<file path="config.mk">
export PLATFORM = sky130hd
export DESIGN_NAME = adld_sqrt_feeder_flat
export DESIGN_NICKNAME = d
export VERILOG_FILES = /design/src/rtl/adld_sqrt_feeder_if.sv /design/src/rtl/adld_sqrt_feeder.sv /design/src/flat_wrapper.sv
export SDC_FILE = /design/constraint.sdc
export NUM_CORES = 1
export LEC_CHECK = 0
export BUFFER_PORTS_ARGS = -buffer_cell sky130_fd_sc_hd__buf_2
export CORE_MARGIN = 5
export CORE_UTILIZATION = 45
export CTS_CLUSTER_SIZE = 25
export DETAILED_ROUTE_END_ITERATION = 8
export MAX_ROUTING_LAYER = met4
export PLACE_DENSITY_LB_ADDON = 0.25
export SLEW_MARGIN = 0
export SYNTH_ARGS = -nofsm -noshare
export SYNTH_HDL_FRONTEND = slang
export SYNTH_SLANG_ARGS = --single-unit
</file>
<file path="constraint.sdc">
create_clock -name clk -period 2.7 [get_ports clk]
set_clock_uncertainty 0.15 [all_clocks]
set_input_delay 0 -clock clk [delete_from_list [all_inputs] [get_ports clk]]
set_output_delay 0 -clock clk [all_outputs]
set_load 0.005 [all_outputs]
</file>
<file path="src/rtl/adld_sqrt_feeder_if.sv">
// Stream and core-handshake bundle for adld_sqrt_feeder.
// slave is the feeder's view; master is the upstream/core/consumer view.
interface adld_sqrt_feeder_if #(
    parameter int WIDTH = 8,
    parameter int DEPTH = 4
);
    localparam int CW = $clog2(DEPTH + 1);

    logic             in_valid;
    logic             in_ready;
    logic [WIDTH-1:0] in_rad;
    logic             sq_start;
    logic [WIDTH-1:0] sq_rad;
    logic             sq_busy;
    logic             sq_valid;
    logic [WIDTH-1:0] sq_root;
    logic [WIDTH-1:0] sq_rem;
    logic             out_valid;
    logic             out_ready;
    logic [WIDTH-1:0] out_rad;
    logic [WIDTH-1:0] out_root;
    logic [WIDTH-1:0] out_rem;
    logic             out_err;
    logic [CW-1:0]    count;

    modport slave (
        input  in_valid, in_rad, sq_busy, sq_valid, sq_root, sq_rem, out_ready,
        output in_ready, sq_start, sq_rad, out_valid, out_rad, out_root, out_rem,
               out_err, count
    );

    modport master (
        output in_valid, in_rad, sq_busy, sq_valid, sq_root, sq_rem, out_ready,
        input  in_ready, sq_start, sq_rad, out_valid, out_rad, out_root, out_rem,
               out_err, count
    );
endinterface

</file>
<file path="src/rtl/adld_sqrt_feeder.sv">
// Request stage for the sequential square-root core: radicand FIFO, issue FSM, result hold.
// Defining SQRT_FEEDER_TIMEOUT_EN adds a WAIT-state abort after TIMEOUT cycles.
module adld_sqrt_feeder #(
    parameter int WIDTH   = 8,
    parameter int DEPTH   = 4,
    parameter int TIMEOUT = 32
) (
    input logic               clk,
    input logic               rst,
    adld_sqrt_feeder_if.slave bus
);
    localparam int CW = $clog2(DEPTH + 1);
    localparam int PW = (DEPTH > 1) ? $clog2(DEPTH) : 1;
    localparam logic [CW-1:0] FULL = CW'(DEPTH);

    typedef enum logic [1:0] {IDLE, ISSUE, WAIT, HOLD} state_t;

    state_t           state;
    state_t           state_next;
    logic [WIDTH-1:0] mem [DEPTH];
    logic [PW-1:0]    wr_ptr;
    logic [PW-1:0]    rd_ptr;
    logic [CW-1:0]    count;
    logic [WIDTH-1:0] cur_rad;
    logic [WIDTH-1:0] sq_rad;
    logic [WIDTH-1:0] out_rad;
    logic [WIDTH-1:0] out_root;
    logic [WIDTH-1:0] out_rem;
    logic             out_valid;
    logic             push;
    logic             pop;
    logic             finish;
    logic             timeout_hit;

    // A full FIFO refuses pushes even when a pop happens in the same cycle.
    assign push         = bus.in_valid && (count != FULL);
    assign bus.in_ready = (count != FULL);
    assign bus.count    = count;
    assign bus.sq_rad   = sq_rad;
    assign bus.out_rad  = out_rad;
    assign bus.out_root = out_root;
    assign bus.out_rem  = out_rem;
    assign bus.out_valid = out_valid;

    always_ff @(posedge clk) begin
        if (rst) begin
            state <= IDLE;
        end else begin
            state <= state_next;
        end
    end

    always_comb begin
        state_next   = state;
        pop          = 1'b0;
        finish       = 1'b0;
        bus.sq_start = 1'b0;
        case (state)
            IDLE: begin
                if (count != '0 && !bus.sq_busy && !out_valid) begin
                    pop        = 1'b1;
                    state_next = ISSUE;
                end
            end
            ISSUE: begin
                bus.sq_start = 1'b1;
                state_next   = WAIT;
            end
            WAIT: begin
                if (bus.sq_valid || timeout_hit) begin
                    finish     = 1'b1;
                    state_next = HOLD;
                end
            end
            HOLD: begin
                if (out_valid && bus.out_ready) begin
                    state_next = IDLE;
                end
            end
            default: state_next = IDLE;
        endcase
    end

    always_ff @(posedge clk) begin
        if (push) begin
            mem[wr_ptr] <= bus.in_rad;
        end
    end

    // Pointers wrap naturally because DEPTH is a power of two.
    always_ff @(posedge clk) begin
        if (rst) begin
            wr_ptr    <= '0;
            rd_ptr    <= '0;
            count     <= '0;
            cur_rad   <= '0;
            sq_rad    <= '0;
            out_valid <= 1'b0;
            out_rad   <= '0;
            out_root  <= '0;
            out_rem   <= '0;
        end else begin
            if (push) begin
                wr_ptr <= wr_ptr + 1'b1;
            end
            if (pop) begin
                cur_rad <= mem[rd_ptr];
                sq_rad  <= mem[rd_ptr];
                rd_ptr  <= rd_ptr + 1'b1;
            end
            if (push && !pop) begin
                count <= count + 1'b1;
            end else if (pop && !push) begin
                count <= count - 1'b1;
            end
            // A real core result beats a coincident timeout; an abort reports zeros.
            if (finish) begin
                out_root  <= bus.sq_valid ? bus.sq_root : '0;
                out_rem   <= bus.sq_valid ? bus.sq_rem : '0;
                out_rad   <= cur_rad;
                out_valid <= 1'b1;
            end else if (state == HOLD && bus.out_ready) begin
                out_valid <= 1'b0;
            end
        end
    end

`ifdef SQRT_FEEDER_TIMEOUT_EN
    localparam int TW = (TIMEOUT > 1) ? $clog2(TIMEOUT) : 1;
    localparam logic [TW-1:0] LIMIT = TW'(TIMEOUT - 1);

    logic [TW-1:0] tmo_cnt;
    logic          out_err;

    assign timeout_hit = (tmo_cnt == LIMIT);
    assign bus.out_err = out_err;

    // Counter starts from zero on the first WAIT cycle.
    always_ff @(posedge clk) begin
        if (rst) begin
            tmo_cnt <= '0;
            out_err <= 1'b0;
        end else begin
            if (state == ISSUE) begin
                tmo_cnt <= '0;
            end else if (state == WAIT) begin
                tmo_cnt <= tmo_cnt + 1'b1;
            end
            if (finish) begin
                out_err <= !bus.sq_valid;
            end
        end
    end
`else
    assign timeout_hit = 1'b0;
    assign bus.out_err = 1'b0;
`endif
endmodule
</file>
<file path="src/flat_wrapper.sv">
// flat-port wrapper written by rule: the top's interface ports become plain ports
module adld_sqrt_feeder_flat 
#(
    parameter int WIDTH   = 8,
    parameter int DEPTH   = 4,
    parameter int TIMEOUT = 32
)
  (clk, rst, bus_in_valid, bus_in_rad, bus_sq_busy, bus_sq_valid, bus_sq_root, bus_sq_rem, bus_out_ready, bus_in_ready, bus_sq_start, bus_sq_rad, bus_out_valid, bus_out_rad, bus_out_root, bus_out_rem, bus_out_err, bus_count);
  adld_sqrt_feeder_if #(.WIDTH(WIDTH), .DEPTH(DEPTH)) bus_i ();
  input logic clk;
  input logic rst;
  input wire logic [$bits(bus_i.in_valid)-1:0] bus_in_valid;
  input wire logic [$bits(bus_i.in_rad)-1:0] bus_in_rad;
  input wire logic [$bits(bus_i.sq_busy)-1:0] bus_sq_busy;
  input wire logic [$bits(bus_i.sq_valid)-1:0] bus_sq_valid;
  input wire logic [$bits(bus_i.sq_root)-1:0] bus_sq_root;
  input wire logic [$bits(bus_i.sq_rem)-1:0] bus_sq_rem;
  input wire logic [$bits(bus_i.out_ready)-1:0] bus_out_ready;
  output wire logic [$bits(bus_i.in_ready)-1:0] bus_in_ready;
  output wire logic [$bits(bus_i.sq_start)-1:0] bus_sq_start;
  output wire logic [$bits(bus_i.sq_rad)-1:0] bus_sq_rad;
  output wire logic [$bits(bus_i.out_valid)-1:0] bus_out_valid;
  output wire logic [$bits(bus_i.out_rad)-1:0] bus_out_rad;
  output wire logic [$bits(bus_i.out_root)-1:0] bus_out_root;
  output wire logic [$bits(bus_i.out_rem)-1:0] bus_out_rem;
  output wire logic [$bits(bus_i.out_err)-1:0] bus_out_err;
  output wire logic [$bits(bus_i.count)-1:0] bus_count;
  assign bus_i.in_valid = bus_in_valid;
  assign bus_i.in_rad = bus_in_rad;
  assign bus_i.sq_busy = bus_sq_busy;
  assign bus_i.sq_valid = bus_sq_valid;
  assign bus_i.sq_root = bus_sq_root;
  assign bus_i.sq_rem = bus_sq_rem;
  assign bus_i.out_ready = bus_out_ready;
  assign bus_in_ready = bus_i.in_ready;
  assign bus_sq_start = bus_i.sq_start;
  assign bus_sq_rad = bus_i.sq_rad;
  assign bus_out_valid = bus_i.out_valid;
  assign bus_out_rad = bus_i.out_rad;
  assign bus_out_root = bus_i.out_root;
  assign bus_out_rem = bus_i.out_rem;
  assign bus_out_err = bus_i.out_err;
  assign bus_count = bus_i.count;
  adld_sqrt_feeder #(.WIDTH(WIDTH), .DEPTH(DEPTH), .TIMEOUT(TIMEOUT)) u_core (.clk(clk), .rst(rst), .bus(bus_i));
endmodule
</file>
==> reports/metrics.yaml <==
reg2reg_slack_ns: 0.27
grt_pass1_vias: 2196
drt_first_pass_iters: 4
grt_first_pass_wirelength_um: 10600
cts_tree: "built"
first_iter_violations: 62
seq_area_frac_synth_pct: 61.3
cts_buffers: 9
postRouteAntennaNets: 0
pin_count: 69
drt_wl_total_um: 6200
cts_setup_buffers: 0
timing.rr.start: "u_core.state[0]"
grt_max_degree: 25
cp.arrival_ns: 2.54
async_flop_share_pct: 0
fin_nets: 395
min_path_cells: 4
drive_gt1_share_pct: 26.9
die_area_mm2: 0.00824
num_antenna_cells: 0
dp_hpwl_um: 4240
clk-insertion-delay-late_ns: 0.33
drc: 0
grt_setup_unrepaired: "no"
p_total_mw: 3.28
synth-seq-cells: 74
io_buffers: 67
synthCells: 259
cts_repair_resize_count: 0
worstMarginPinSlew_ns: 0.768
fin_setup_tns_ns: 0
synth.distinct_cells: 34
grt_overflow: 0
setup_viol: 0
max-cap-violations: 0
rows: 29
yosys_warnings: 0
reg2reg_to: "u_core.bus.count[2]"
synthFlopType: "dfxtp_1"
p_per_area_mw_per_mm2: 858
groute.usage.overall_pct: 16.3
path_cells: "inv_1 -> ha_1 -> nor3b_4 -> nand2_1 -> ha_1 -> inv_1 -> fa_1 -> xor2_1 -> or3_1 -> a21oi_1"
clkTransAtPathRegs_ns: 0.07
yosysTopAreaCellShare_pct: 32.7
area_growth_pct: 30.3
num_vias: 2145
critPathMaxFanout: 5
final-max-slew-violation-count: 0
worst_path_largest_cell_delay_ns: 0.39
period_share_pct: 90.0
start_util_pct: 46.3
post-synth-top-count-cell: "nand2_1"
period_needed_ns: 2.43
synth_area_mm2: 0.00294
crit_path_start: "u_core.state[0]"
synthTopCellsByArea: "edfxtp_1, dfxtp_1, nand2_1"
setup_ws_ns: 0.270
hold_path_end: "u_core.state[1]"
die_w_um: 90.8
cts_max_level: 3
synth_edf_count: 32
yosys.area.top_type: "edfxtp_1"
hold_viol_final: 0
clockBufferDepth: 2
reg2reg_depth: 10
p_leak_nw: 1.55
synthTopCellsByCount: "nand2_1, dfxtp_1, a21oi_1, edfxtp_1, clkbuf_1"
synth.avg_cell_area_um2: 11.3
holdCritStartpoint: "bus_sq_valid"
path_delay_family: "adder cells"
core_mm2: 0.00635
die-height_um: 90.8
crit_type: "register to register"
fmax_mhz: 411
routabilityCongestion: 0.690
worstSetupStartpointType: "register"
wl_per_cell_um: 14.2
worst-path-buf-inv: 2
status: "complete, no violations"
cts_root_buffer: "clkbuf_8"
synthesis.nets: 299
nFillCells: 517
fin_hold_ws_ns: 0.0365
critPathSlowestCell: "dfxtp_1"
cts.sinks: 74
max_slew_margin_pct: 48.7
worstPathRequired_ns: 2.81
via_per_inst: 4.91
antenna_found_initial: 0
preCtsSetupSlack_ns: 0.317
hold_class: "input port to register"
ir_worst_vdd_mv: 0.527
setup.worst_path.end_class: "register"
[flip-flops by register name, indices dropped and copies added, names as in the netlist]
register              count
u_core.state              2
u_core.bus.sq_rad         8
u_core.bus.out_root       8
u_core.mem               32
u_core.wr_ptr             2
u_core.bus.out_rad        8
u_core.rd_ptr             2
u_core.bus.out_rem        8
u_core.bus.count          3
u_core.bus.out_valid      1
[final cells by class]
type	count	area, um^2	area share, %
flip-flops and latches	74	1800	47.1
multi-input cells	161	1030	27.0
repair buffers	101	663	17.3
clock buffers	15	198	5.17
well taps	77	96.3	2.52
inverters	8	30.0	0.785
clock inverters	1	5.00	0.131
[through the flow]
step / cell area, um^2 / cells / util, %
3_3_place_gp: 3330 / 392 / 52.5
3_5_place_dp: 3330 / 392 / 52.5
4_1_cts: 3830 / 437 / 60.3
6_report: 3830 / 437 / 60.3
2_1_floorplan: 2940 / 259 / -
5_1_grt: 3830 / 437 / 60.3
[where the power goes]
part           total, mW  internal [mW]  switching (mW)  leakage, nW
logic              0.977          0.475           0.502        0.808
clock network      0.842          0.465           0.376        0.105
registers           1.47           1.33           0.140        0.634
[worst max-delay path by stage]
stage	end	slack (ns)	depth (start not counted)
final	u_core.bus.count[2]	0.27	10
after global routing	u_core.bus.count[2]	0.14	10
after CTS	u_core.bus.count[2]	0.27	10
after detailed placement	u_core.bus.count[2]	0.32	10
after global placement	u_core.bus.count[2]	0.38	10
after floorplan	u_core.bus.count[2]	0.34	9
[cell usage in the layout (no fill, tap or decap), types with 5 or more instances in the layout]
| cell | Yosys | layout |
|---|---|---|
| buf_2 | 1 | 67 |
| nand2_1 | 53 | 53 |
| dfxtp_1 | 42 | 42 |
| a21oi_1 | 37 | 37 |
| edfxtp_1 | 32 | 32 |
| dlygate4sd3_1 | 0 | 29 |
| clkbuf_8 | 0 | 12 |
| nand3_1 | 11 | 11 |
| ha_1 | 9 | 9 |
| mux4_2 | 8 | 8 |
| inv_1 | 7 | 7 |
| o21ai_1 | 7 | 7 |
| nor2_1 | 5 | 5 |
| o21ai_0 | 5 | 5 |
| buf_4 | 1 | 5 |
[cells by family (layout without fill, tap and decap cells)]
family	Yosys count	after routing	synth area share, %
buf+inv	24	125	3.49
fa+ha+maj	10	10	4.51
compound gates	54	54	9.97
simple gates	83	83	12.8
other cells	1	1	0.128
mux	11	11	7.20
xor+xnor	2	2	0.596
flops	74	74	61.3
[worst reg2reg max path, delay by kind of cell, from the launching register on]
kind                     cells  cell delay [ns]
adder cells (fa/ha/maj)      3             0.82
AND/OR/NAND/NOR              3             0.56
AO/OA/AOI/OAI                1             0.14
XOR/XNOR                     1             0.16
flip-flops                   1             0.39
buffers and inverters        2             0.14
[routing by layer]
metal  wire [um]  GRT usage [%]
met5           0              -
met4          74           7.21
met3         406           4.67
met2        2960           25.3
met1        2760           19.8
[timing repair]
| item | 4_1_cts | 5_1_grt |
|---|---|---|
| hold endpoints to repair | 67 | 0 |
| setup endpoints to repair | 0 | 0 |
| hold buffers | 29 | 0 |
Note: power is estimated with default switching activity, not from simulation.
